--- config.mk ---
export PLATFORM = sky130hd
export DESIGN_NAME = booth_mult_seq_flat
export DESIGN_NICKNAME = d
export VERILOG_FILES = /design/src/rtl/booth_pkg.sv /design/src/rtl/booth_mult_seq_if.sv /design/src/rtl/booth_step.sv /design/src/rtl/booth_mult_seq.sv /design/src/flat_wrapper.sv
export SDC_FILE = /design/constraint.sdc
export NUM_CORES = 1
export LEC_CHECK = 0
export CORE_MARGIN = 2
export CORE_UTILIZATION = 41
export DETAILED_ROUTE_END_ITERATION = 10
export GPL_TIMING_DRIVEN = 0
export PLACE_DENSITY = 0.72
export RECOVER_POWER = 25
export SLEW_MARGIN = 40
export SYNTH_ARGS = -nofsm -noshare
export SYNTH_HDL_FRONTEND = slang
export SYNTH_HIERARCHICAL = 1
export SYNTH_SLANG_ARGS = --single-unit
export TNS_END_PERCENT = 5
--- constraint.sdc ---
create_clock -name clk -period 3.1 [get_ports clk]
set_clock_uncertainty 0.1 [all_clocks]
set_input_delay 0.465 -clock clk [delete_from_list [all_inputs] [get_ports clk]]
set_output_delay 0.465 -clock clk [all_outputs]
set_load 0.03 [all_outputs]
--- src/rtl/booth_pkg.sv ---
// Shared types and constants for the sequential radix-2 Booth multiplier.
// Holds the FSM state encoding, the Booth recoding op-codes and the counter width helper.
package booth_pkg;

  typedef enum logic [1:0] {
    IDLE = 2'b00,
    CALC = 2'b01,
    DONE = 2'b10
  } state_t;

  // Recoding of the pair (Qx[0], q_1); 2'b11 also means no operation.
  localparam logic [1:0] NOP = 2'b00;
  localparam logic [1:0] ADD = 2'b01;
  localparam logic [1:0] SUB = 2'b10;

  // The step counter must hold the value MPLIER_W+1.
  function automatic int cnt_width(input int mplier_w);
    return $clog2(mplier_w + 2);
  endfunction

endpackage

--- src/rtl/booth_mult_seq_if.sv ---
// Operand/result handshake bundle between producer, multiplier and consumer.
interface booth_mult_seq_if #(
  parameter int MCAND_W  = 8,
  parameter int MPLIER_W = 4
) ();
  localparam int P_W = MCAND_W + MPLIER_W;

  logic                in_valid;
  logic                in_ready;
  logic                signed_mode;
  logic [MCAND_W-1:0]  multiplicand;
  logic [MPLIER_W-1:0] multiplier;
  logic                out_valid;
  logic                out_ready;
  logic [P_W-1:0]      product;

  modport master (
    output in_valid, signed_mode, multiplicand, multiplier, out_ready,
    input  in_ready, out_valid, product
  );

  modport slave (
    input  in_valid, signed_mode, multiplicand, multiplier, out_ready,
    output in_ready, out_valid, product
  );
endinterface

--- src/rtl/booth_step.sv ---
// One combinational radix-2 Booth iteration: conditional add/subtract of Mx into A,
// then an arithmetic right shift of the whole {A, Qx, q_1} chain.
module booth_step
  import booth_pkg::*;
#(
  parameter int MCAND_W  = 8,
  parameter int MPLIER_W = 4
) (
  input  logic [MCAND_W:0]  a,
  input  logic [MPLIER_W:0] qx,
  input  logic              q_1,
  input  logic [MCAND_W:0]  mx,
  output logic [MCAND_W:0]  a_next,
  output logic [MPLIER_W:0] qx_next,
  output logic              q_1_next
);

  logic [MCAND_W:0] sum_s;

  // Booth recode, accumulate, then shift right by one keeping A's sign.
  always_comb begin
    sum_s = a;
    case ({qx[0], q_1})
      ADD:     sum_s = a + mx;
      SUB:     sum_s = a - mx;
      NOP:     sum_s = a;
      default: sum_s = a;
    endcase
    a_next   = {sum_s[MCAND_W], sum_s[MCAND_W:1]};
    qx_next  = {sum_s[0], qx[MPLIER_W:1]};
    q_1_next = qx[0];
  end

endmodule

--- src/rtl/booth_mult_seq.sv ---
// Sequential radix-2 Booth multiplier with signed/unsigned mode and valid/ready on both sides.
// Takes MPLIER_W+1 data-independent steps; the product is held until the consumer takes it.
module booth_mult_seq
  import booth_pkg::*;
#(
  parameter int MCAND_W  = 8,
  parameter int MPLIER_W = 4
) (
  input  logic           clk,
  input  logic           rst,
  booth_mult_seq_if.slave bus
);

  localparam int P_W   = MCAND_W + MPLIER_W;
  localparam int A_W   = MCAND_W + 1;
  localparam int Q_W   = MPLIER_W + 1;
  localparam int CNT_W = cnt_width(MPLIER_W);
  localparam logic [CNT_W-1:0] LAST_CNT = CNT_W'(MPLIER_W);

  state_t           state_r;
  state_t           state_next_s;
  logic [A_W-1:0]   a_r;
  logic [A_W-1:0]   mx_r;
  logic [A_W-1:0]   a_next_s;
  logic [Q_W-1:0]   qx_r;
  logic [Q_W-1:0]   qx_next_s;
  logic             q1_r;
  logic             q1_next_s;
  logic [CNT_W-1:0] cnt_r;
  logic             in_ready_r;
  logic             out_valid_r;
  logic [P_W-1:0]   product_r;
  logic             load_s;
  logic             step_s;
  logic             last_s;

  booth_step #(
    .MCAND_W  (MCAND_W),
    .MPLIER_W (MPLIER_W)
  ) u_step (
    .a        (a_r),
    .qx       (qx_r),
    .q_1      (q1_r),
    .mx       (mx_r),
    .a_next   (a_next_s),
    .qx_next  (qx_next_s),
    .q_1_next (q1_next_s)
  );

  // Next-state and datapath enables.
  always_comb begin
    state_next_s = state_r;
    load_s       = 1'b0;
    step_s       = 1'b0;
    last_s       = (cnt_r == LAST_CNT);
    case (state_r)
      IDLE: begin
        if (bus.in_valid) begin
          load_s       = 1'b1;
          state_next_s = CALC;
        end else begin
          state_next_s = IDLE;
        end
      end
      CALC: begin
        step_s = 1'b1;
        if (last_s) begin
          state_next_s = DONE;
        end else begin
          state_next_s = CALC;
        end
      end
      DONE: begin
        if (bus.out_ready) begin
          state_next_s = IDLE;
        end else begin
          state_next_s = DONE;
        end
      end
      default: state_next_s = IDLE;
    endcase
  end

  // State register with handshake flags registered from the next state.
  always_ff @(posedge clk or posedge rst) begin
    if (rst) begin
      state_r     <= IDLE;
      in_ready_r  <= 1'b1;
      out_valid_r <= 1'b0;
    end else begin
      state_r     <= state_next_s;
      in_ready_r  <= (state_next_s == IDLE);
      out_valid_r <= (state_next_s == DONE);
    end
  end

  // Operand load, Booth iteration and product capture on the final step.
  always_ff @(posedge clk or posedge rst) begin
    if (rst) begin
      a_r       <= '0;
      mx_r      <= '0;
      qx_r      <= '0;
      q1_r      <= 1'b0;
      cnt_r     <= '0;
      product_r <= '0;
    end else if (load_s) begin
      a_r   <= '0;
      mx_r  <= {bus.signed_mode & bus.multiplicand[MCAND_W-1], bus.multiplicand};
      qx_r  <= {bus.signed_mode & bus.multiplier[MPLIER_W-1], bus.multiplier};
      q1_r  <= 1'b0;
      cnt_r <= '0;
    end else if (step_s) begin
      a_r   <= a_next_s;
      qx_r  <= qx_next_s;
      q1_r  <= q1_next_s;
      cnt_r <= cnt_r + CNT_W'(1);
      if (last_s) begin
        product_r <= P_W'({a_next_s, qx_next_s});
      end
    end
  end

  assign bus.in_ready  = in_ready_r;
  assign bus.out_valid = out_valid_r;
  assign bus.product   = product_r;

endmodule

--- src/flat_wrapper.sv ---
// flat-port wrapper written by rule: the top's interface ports become plain ports
module booth_mult_seq_flat import booth_pkg::*;
#(
  parameter int MCAND_W  = 8,
  parameter int MPLIER_W = 4
)
  (clk, rst, bus_in_valid, bus_signed_mode, bus_multiplicand, bus_multiplier, bus_out_ready, bus_in_ready, bus_out_valid, bus_product);
  booth_mult_seq_if #(.MCAND_W(MCAND_W), .MPLIER_W(MPLIER_W)) bus_i ();
  input  logic clk;
  input  logic rst;
  input wire logic [$bits(bus_i.in_valid)-1:0] bus_in_valid;
  input wire logic [$bits(bus_i.signed_mode)-1:0] bus_signed_mode;
  input wire logic [$bits(bus_i.multiplicand)-1:0] bus_multiplicand;
  input wire logic [$bits(bus_i.multiplier)-1:0] bus_multiplier;
  input wire logic [$bits(bus_i.out_ready)-1:0] bus_out_ready;
  output wire logic [$bits(bus_i.in_ready)-1:0] bus_in_ready;
  output wire logic [$bits(bus_i.out_valid)-1:0] bus_out_valid;
  output wire logic [$bits(bus_i.product)-1:0] bus_product;
  assign bus_i.in_valid = bus_in_valid;
  assign bus_i.signed_mode = bus_signed_mode;
  assign bus_i.multiplicand = bus_multiplicand;
  assign bus_i.multiplier = bus_multiplier;
  assign bus_i.out_ready = bus_out_ready;
  assign bus_in_ready = bus_i.in_ready;
  assign bus_out_valid = bus_i.out_valid;
  assign bus_product = bus_i.product;
  booth_mult_seq #(.MCAND_W(MCAND_W), .MPLIER_W(MPLIER_W)) u_core (.clk(clk), .rst(rst), .bus(bus_i));
endmodule
Word-level counts from Yosys, hierarchy flattened --
Cells that the tools add are included.
Word-level totals: register bits after elaboration 43, bits in latches 0, bits in writable memories 0, ROM bits 0, bits of input ports 17, output and inout bits 14, logic and storage cells 41, memories 0
Operators by class: $add $sub $neg 3, $mul 0, div/mod/pow operators 0, magnitude comparators 0, equal/unequal tests 6, shift operators 0, mux-type cells 16, bitwise gates (word level) 3, reduce and logical (&&, ||, !) cells 4
Operators by type and width (count):
- $mux 9 | 2
- $pmux 9 s2 | 1
- $mux 5 | 2
- $add 9x9->9 | 1
- $sub 9x9->9 | 1
- $eq 2x2->1 const B | 3
- $mux 1 | 6
- $mux 3 | 2
- $pmux 2 s3 | 1
- $eq 2x1->1 const B | 2
- $logic_not 2->1 | 2
- $mux 2 | 2
- $add 3x1->3 const B | 1
- $eq 3x3->1 const B | 1
- $reduce_and 3->1 | 1
- $and 1x1->1 | 2
- $reduce_bool 2->1 | 1
- $not 1->1 | 1

Longest topological paths before layout --
Gate-level depths: netlist of the first run.
word-level depth 4, mapped depth 14, gate-level depth less buffers 12

By module --
The synthesis of the first run kept the hierarchy.
By module, submodules not included:
- booth_mult_seq | instances 1, cells an instance 142, area an instance 1749.2 µm²
- booth_step | instances 1, cells an instance 99, area an instance 711.9 µm²

Least setup slack after synthesis of the first run --
No wires, ideal clock.
path type register -> register, start reg u_core.q1_r, end reg u_core.a_r[8], library setup time 0.083 ns, arrival time 2.506 ns, data required time 2.917 ns, slack 0.412 ns, stages on the path, launching flop included 14, cell sequence dfrtp_1 -> inv_1 -> ha_1 -> clkbuf_1 -> mux2i_1 -> fa_1 -> a211oi_2 -> o21ai_0 -> and4_1 -> nor3_2 -> xor2_1 -> buf_4 -> nand2_1 -> o21ai_0
Between the ends: word-level cells in the longest chain between the ends 4, elaborated cells on any way between the ends 5
RTL lines:
- start: declaration | line booth_mult_seq.sv:27 | logic q1_r;
- start signal: assignment | line booth_mult_seq.sv:115 | q1_r <= q1_next_s;
- $eq 2x2->1 / $eq 2x1->1 (equally long branches) | line booth_step.sv:23 | case ({qx[0], q_1})
- $pmux 9 s2 * | line booth_step.sv:23
- net u_core.a_next_s[7] | line booth_mult_seq.sv:24 | logic [A_W-1:0] a_next_s;
- $mux 9 * | line booth_mult_seq.sv:112 | end else if (step_s) begin
- $mux 9 * | line booth_mult_seq.sv:106 | end else if (load_s) begin
- end signal: assignment | line booth_mult_seq.sv:113 | a_r <= a_next_s;
- end: declaration | line booth_mult_seq.sv:22 | logic [A_W-1:0] a_r;
The timed path passes the listed nets; every way through them passes the cells marked *. The select of a mux whose other input is x is not followed. A chain may end at the register's enable or synchronous reset.

Worst setup path in the final report of the first run --
start reg u_core.mx_r[0], end reg u_core.a_r[8]
Between the ends: word-level cells in the longest chain between the ends 4, elaborated cells on any way between the ends 5
RTL lines:
- start: declaration | line booth_mult_seq.sv:23 | logic [A_W-1:0] mx_r;
- start signal: assignment | line booth_mult_seq.sv:108 | mx_r <= {bus.signed_mode & bus.multiplicand[MCAND_W-1], bus.multiplicand};
- $sub 9x9->9 / $add 9x9->9 (equally long branches) | line booth_step.sv:25, booth_step.sv:24
- $pmux 9 s2 * | line booth_step.sv:23
- net u_core.a_next_s[7] | line booth_mult_seq.sv:24
- $mux 9 * | line booth_mult_seq.sv:112
- $mux 9 * | line booth_mult_seq.sv:106
Marks and branches as above.

==> results of run 1 <==
-- timing repair --
| action | in CTS | in global routing |
|---|---|---|
| resized for setup | 0 | 5 |
| buffers inserted | 0 | 0 |
| hold buffers | 0 | 0 |
| hold endpoints to repair | 0 | 0 |
| pin swaps | 0 | 1 |
| setup endpoints to repair | 1 | 4 |
-- layout by cell type (no fill, tap or decap), types with 4 or more instances in the layout --
cell type / Yosys / routed
sky130_fd_sc_hd__nand2_1: 43 / 43
sky130_fd_sc_hd__dfrtp_1: 42 / 41
sky130_fd_sc_hd__clkdlybuf4s50_1: 0 / 29
sky130_fd_sc_hd__o21ai_0: 17 / 16
sky130_fd_sc_hd__mux2_2: 13 / 13
sky130_fd_sc_hd__ha_1: 12 / 11
sky130_fd_sc_hd__inv_1: 11 / 10
sky130_fd_sc_hd__mux2_4: 8 / 8
sky130_fd_sc_hd__nor2_1: 8 / 8
sky130_fd_sc_hd__xnor2_1: 7 / 7
sky130_fd_sc_hd__a22oi_1: 6 / 6
sky130_fd_sc_hd__buf_4: 6 / 6
sky130_fd_sc_hd__clkbuf_8: 0 / 5
sky130_fd_sc_hd__clkbuf_1: 4 / 4
sky130_fd_sc_hd__xor2_1: 4 / 4
sky130_fd_sc_hd__a21oi_1: 4 / 4
sky130_fd_sc_hd__o21ai_1: 3 / 4
-- final timing paths --
path,start,endpoint,slack (ps),depth (start not counted)
worst max-delay path,u_core/mx_r[0],u_core/a_r[8],210,13
max in group asynchronous,rst,u_core/mx_r[0],960,2
worst max register to register,u_core/mx_r[0],u_core/a_r[8],210,13
worst min register to register,u_core/qx_r[2],u_core/qx_r[2],380,2
worst min-delay path,u_core/qx_r[2],u_core/qx_r[2],380,2
min in group asynchronous,rst,u_core/qx_r[4],990,2
-- layer usage --
metal,global-route usage,vias to the layer above,routed length [um]
met5,0,-,0
met4,0.0729,0,110
met3,0.0396,9,196
met2,0.256,37,2310
met1,0.216,857,2340
li1,-,903,-
-- final cells by class --
cell class | instances | share of cell area
repair buffers | 30 | 0.101
multi-input cells | 171 | 0.421
clock buffers | 6 | 0.0244
well taps | 75 | 0.0316
plain buffers | 15 | 0.0328
flip-flops and latches | 43 | 0.363
clock inverters | 2 | 0.0126
inverters | 11 | 0.0143
-- kinds of logic after synthesis --
| kind of cell | synth area share |
|---|---|
| and+or+nand+nor | 0.148 |
| AOI/OAI and AO/OA | 0.132 |
| DFF | 0.438 |
| buffers and inverters | 0.0579 |
| muxes | 0.116 |
| adders and majority gates | 0.0691 |
| xor gates and xnor gates | 0.0391 |
-- sequential cells by signal (all words and copies together) (netlist names) --
signal / count
u_core/a_r: 9
u_core/bus.product: 12
u_core/qx_r: 5
u_core/state_r: 2
u_core/bus.in_ready: 1
u_core/q1_r: 1
u_core/mx_r: 9
u_core/bus.out_valid: 1
u_core/cnt_r: 3
-- critical path, cell delays in order, from the launching register on --
cell	delay, ps
sky130_fd_sc_hd__dfrtp_2	450
sky130_fd_sc_hd__inv_1	100
sky130_fd_sc_hd__ha_1	220
sky130_fd_sc_hd__nor2_1	70
sky130_fd_sc_hd__xnor2_1	210
sky130_fd_sc_hd__ha_1	320
sky130_fd_sc_hd__a211oi_2	290
sky130_fd_sc_hd__o21ai_1	130
sky130_fd_sc_hd__and4_1	230
sky130_fd_sc_hd__nor3_2	200
sky130_fd_sc_hd__xor2_1	220
sky130_fd_sc_hd__buf_4	140
sky130_fd_sc_hd__nand2_1	30
sky130_fd_sc_hd__o21ai_0	90
-- per-stage QoR --
step	area [um^2]	worst slack, ps
6_report	2970	206
5_1_grt	2970	3.95
4_1_cts	2960	112
3_5_place_dp	2860	18.6
3_3_place_gp	2860	83.7
2_1_floorplan	2460	412
==> run summary, run 1 <==
=========================================================================================
Standard-cell rows                                                                     28
Inst Count DP                                                                         346
Iter 0 DRT Violations                                                                  94
Worst-skew pair later-pin latency                                                  300 ps
Number of DRC violations after detailed routing                                         0
Max Fclk                                                                          345 MHz
Post-synthesis sequential element count                                                43
Clock tree from TritonCTS                                                            done
Number of pins with negative max-slew slack in the final report                        44
Post-synthesis instance area                                                    2460 um^2
Total negative setup slack                                                           0 ps
Via count of the first global-routing pass                                           1723
Max clock buf depth                                                                     2
Part of the cycle the worst path needs                                              0.934
Sinks on the clock net                                                                 43
Maxcap violations                                                                       1
Number of diodes                                                                        0
Horizontal die dimension                                                          81.5 um
Number of input and output port buffers inserted                                       30
Worst EP arrival                                                                  3010 ps
DP HPWL                                                                           3.53 mm
Most used flip-flop cell after synthesis                                     sky130_fd_sc_hd__dfrtp_1
Via density                                                                          5.12
Proportion of register bits with asynchronous set or reset after synthesis           1.00
Antenna-violating nets left                                                             0
Number of enable-type register cells in the synthesized netlist                         0
Root buf cell                                                                sky130_fd_sc_hd__clkbuf_8
Relative slew slack                                                                -0.258
Slew at the pin with the worst max-slew slack                                     1880 ps
Overall via count from detail_route                                                  1806
Initial antenna violation count                                                         0
Post-synthesis instance total                                                         241
Library cell occupying the most area in the post-synthesis netlist           sky130_fd_sc_hd__dfrtp_1
Min Clock Period, post-route                                                      2890 ps
Failing checks                                                               max-capacitance violations, max-slew violations
Hold/Removal Path Class                                                      flip-flop to flip-flop
Footprint of the multi-input gates                                              1250 um^2
Setup crit end kind                                                             flip-flop
Status                                                                       finished with violations
CTS buffer count                                                                        5
Average detailed-routed wire length per instance                                  14.0 um
Fraction of final layout cells sized beyond drive strength 1                        0.180
GRT Overall Usage                                                                   0.164
GP Congestion                                                                       0.858
Cell types with the highest counts after synthesis                           sky130_fd_sc_hd__nand2_1 (43), sky130_fd_sc_hd__dfrtp_1 (42), sky130_fd_sc_hd__o21ai_0 (17)
Final core utilization                                                              0.508
Area fraction of the dominant cell type after synthesis                             0.427
Critical Path RT                                                                  3210 ps
Area added between synthesis and finish                                             20.8%
CP Class                                                                     flip-flop to flip-flop
Core region area                                                                5850 um^2
RSZ-0062 raised after global routing                                                   no
Ports                                                                                  31
Die Outline Area                                                                6640 um^2
Peak fanout along the critical path                                                     5
Number of search-and-repair iterations in the first detailed-routing pass               4
Syn avg cell area                                                               10.2 um^2
Final-layout fill cell count                                                          532
Final wirelength                                                                  4.96 mm
Register area                                                                   1080 um^2
Top cells by area in the synthesized netlist                                 sky130_fd_sc_hd__dfrtp_1 (43%), sky130_fd_sc_hd__nand2_1 (6.6%), sky130_fd_sc_hd__ha_1 (6.1%), sky130_fd_sc_hd__mux2_2 (5.9%), sky130_fd_sc_hd__mux2_4 (4.9%)
GR Overflow Total                                                                       0
Overall die height                                                                81.5 um
Portion of the post-synthesis area used by sequential elements                      0.438
Largest net degree at the start of global routing                                      44
Syn Nets                                                                              271
Clk pin slew, worst setup/hold paths                                                80 ps
Final setup violating endpoints                                                         0
Non-filler cells in the finished layout                                               353
Startpoint type of the worst setup path                                         flip-flop
Wire length of the first global-routing pass                                      8.04 mm
Count of warnings emitted by yosys                                                      6
Final number of hold-violating endpoints                                                0
Most common cell in the netlist                                              sky130_fd_sc_hd__nand2_1
Effective utilization at floorplan                                                  0.421
# nets final                                                                          307
CTS H-Tree Depth                                                                        2
Distinct cells, synth                                                                  49
Hold slack final                                                                   383 ps
=========================================================================================
Power of run 1 is left out: the tool's default activity adds up to more than one toggle a clock period on the data nets, which glitch-free logic cannot reach.
==> run 2: changes to the inputs <==
--- a/config.mk
+++ b/config.mk
@@ -6,10 +6,11 @@
 export NUM_CORES = 1
 export LEC_CHECK = 0
 export CORE_MARGIN = 2
-export CORE_UTILIZATION = 41
+export CORE_UTILIZATION = 40
+export CTS_CLUSTER_DIAMETER = 100
 export DETAILED_ROUTE_END_ITERATION = 10
 export GPL_TIMING_DRIVEN = 0
-export PLACE_DENSITY = 0.72
+export PLACE_DENSITY = 0.71
 export RECOVER_POWER = 25
 export SLEW_MARGIN = 40
 export SYNTH_ARGS = -nofsm -noshare
==> run 2 against run 1 <==
The flow still finishes with violations (max-capacitance violations, max-slew violations). Design area fell by 1.3%. Flip-flop and latch count did not move. Non-clock buffer count did not move. Fmax rose by 1.4%. Worst setup slack improved by 40 ps. Largest cell class unchanged. Highest routed layer unchanged.
==> run summary, run 2 (synthesized netlist as in run 1, its figures left out) <==
========================================================================================
Initial antenna violation count                                                        0
RR Endpoint                                                                 u_core/a_r[8]
Number of diodes                                                                       0
Sinks on the clock net                                                                43
Overall die height                                                               82.4 um
CTS hold repair buffers                                                                0
Critical Path RT                                                                 3200 ps
Core region area                                                               5920 um^2
Final number of hold-violating endpoints                                               0
Worst Reg2Reg Path Length in Cells                                                    12
RSZ-0062 raised after global routing                                                  no
Overall via count from detail_route                                                 1830
Number of flip-flops in the largest register                                          12
Final setup violating endpoints                                                        0
CTS buffer count                                                                       5
Maxcap violations                                                                      1
Number of DRC violations after detailed routing                                        0
Final-layout fill cell count                                                         578
Hold/Removal Path Class                                                     flip-flop to flip-flop
Number of input and output port buffers inserted                                      30
GP Congestion                                                                      0.843
Ports                                                                                 31
Most repeated library cell on the critical path                             sky130_fd_sc_hd__o21ai_0
CTS H-Tree Depth                                                                       2
Clock tree from TritonCTS                                                           done
Relative slew slack                                                               -0.265
Post-CTS Repair Setup Buffers                                                          0
Hold wc startpoint                                                          u_core/qx_r[2]
Peak fanout along the critical path                                                    9
Via count of the first global-routing pass                                          1824
Fraction of final layout cells sized beyond drive strength 1                       0.170
Cell chain of the critical path                                             inv_1, ha_2, mux2i_1, fa_1, a211oi_2, o21ai_0, and4_1, nor3_2, xor2_1, buf_4, nand2_1, o21ai_0
Cells resized by post-CTS repair                                                       0
Horizontal die dimension                                                         82.4 um
Largest incremental delay on the critical path                                    490 ps
Slew at the pin with the worst max-slew slack                                    1890 ps
Worst EP arrival                                                                 2950 ps
GR Overflow Total                                                                      0
Largest net degree at the start of global routing                                     44
Total negative setup slack                                                          0 ps
Worst hold path endpoint                                                    u_core/qx_r[2]
Area added between synthesis and finish                                            19.2%
Number of pins with negative max-slew slack in the final report                       44
Min Clock Period, post-route                                                     2850 ps
Crit-path slowest cell                                                      sky130_fd_sc_hd__fa_1
Failing checks                                                              max-capacitance violations, max-slew violations
Critical path's top delay family                                             adder cells
CP Class                                                                    flip-flop to flip-flop
Status                                                                      finished with violations
Max Fclk                                                                         350 MHz
Wire length of the first global-routing pass                                     8.65 mm
DP HPWL                                                                          3.57 mm
Clk pin slew, worst setup/hold paths                                               80 ps
Via density                                                                         5.21
GRT Overall Usage                                                                  0.166
Worst R2R Setup Slack                                                             250 ps
Buffering stage count on the worst path with inverters included                        2
Standard-cell rows                                                                    28
Effective utilization at floorplan                                                 0.416
Max clock buf depth                                                                    2
Iter 0 DRT Violations                                                                148
Part of the cycle the worst path needs                                             0.921
Final core utilization                                                             0.496
Setup crit end kind                                                            flip-flop
Number of search-and-repair iterations in the first detailed-routing pass              4
Final wirelength                                                                 4.86 mm
Root buf cell                                                               sky130_fd_sc_hd__clkbuf_8
Startpoint type of the worst setup path                                        flip-flop
Startpoint of the worst register-to-register path                            u_core/q1_r
Die Outline Area                                                               6800 um^2
Worst-skew pair later-pin latency                                                 290 ps
Antenna-violating nets left                                                            0
Commonest cells after routing, fill and taps aside                          sky130_fd_sc_hd__nand2_1 (43), sky130_fd_sc_hd__dfrtp_1 (41), sky130_fd_sc_hd__clkdlybuf4s50_1 (29), sky130_fd_sc_hd__o21ai_0 (17), sky130_fd_sc_hd__mux2_2 (13)
Number of cells traversed by the worst hold path                                       2
Leading cell type in the layout, fill and taps excluded                     sky130_fd_sc_hd__nand2_1
# nets final                                                                         307
Average detailed-routed wire length per instance                                 13.8 um
========================================================================================
run 2: final cells by class:
cell class | instances | area [um^2] | share of cell area
Buffer | 15 | 97.6 | 0.0333
Clock buffer | 6 | 72.6 | 0.0247
Inverter | 11 | 42.5 | 0.0145
Multi-Input combinational cell | 171 | 1250 | 0.426
Sequential cell | 43 | 1080 | 0.368
Tap cell | 75 | 93.8 | 0.0320
Timing Repair Buffer | 30 | 300 | 0.102
run 2: how the worst max path moves through the flow:
stage | endpoint | cells after the start | start
2_1_floorplan | u_core/a_r[8] | 13 | u_core/q1_r
3_3_place_gp | u_core/a_r[8] | 13 | u_core/q1_r
3_5_place_dp | u_core/a_r[8] | 13 | u_core/q1_r
4_1_cts | u_core/a_r[8] | 12 | u_core/q1_r
5_1_grt | u_core/a_r[8] | 13 | u_core/mx_r[0]
6_report | u_core/a_r[8] | 12 | u_core/q1_r
run 2: tightest hold or removal path, stage by stage (launching register included):
cell                      delay [ps]
sky130_fd_sc_hd__dfrtp_1         350
sky130_fd_sc_hd__nand2_1          50
sky130_fd_sc_hd__nand2_1          60
run 2: per-stage QoR:
stage / hold WS (ps) / cell area (um^2) / setup WS [ps] / instances
after floorplan: 347 / 2460 / 412 / 241
after global placement: 361 / 2860 / 103 / 346
after detailed placement: 368 / 2860 / 33.3 / 346
after CTS: 388 / 2930 / 117 / 351
after global routing: 410 / 2930 / 16.1 / 351
final: 385 / 2930 / 245 / 351
run 2: per-layer routing:
layer  share of wire  up-vias  GRT usage
met5               0        -          0
met4          0.0043        0     0.0367
met3           0.038        4     0.0337
met2            0.47       37      0.254
met1            0.49      888      0.243
li1                -      901          -
Power of run 2 is left out for the same reason.
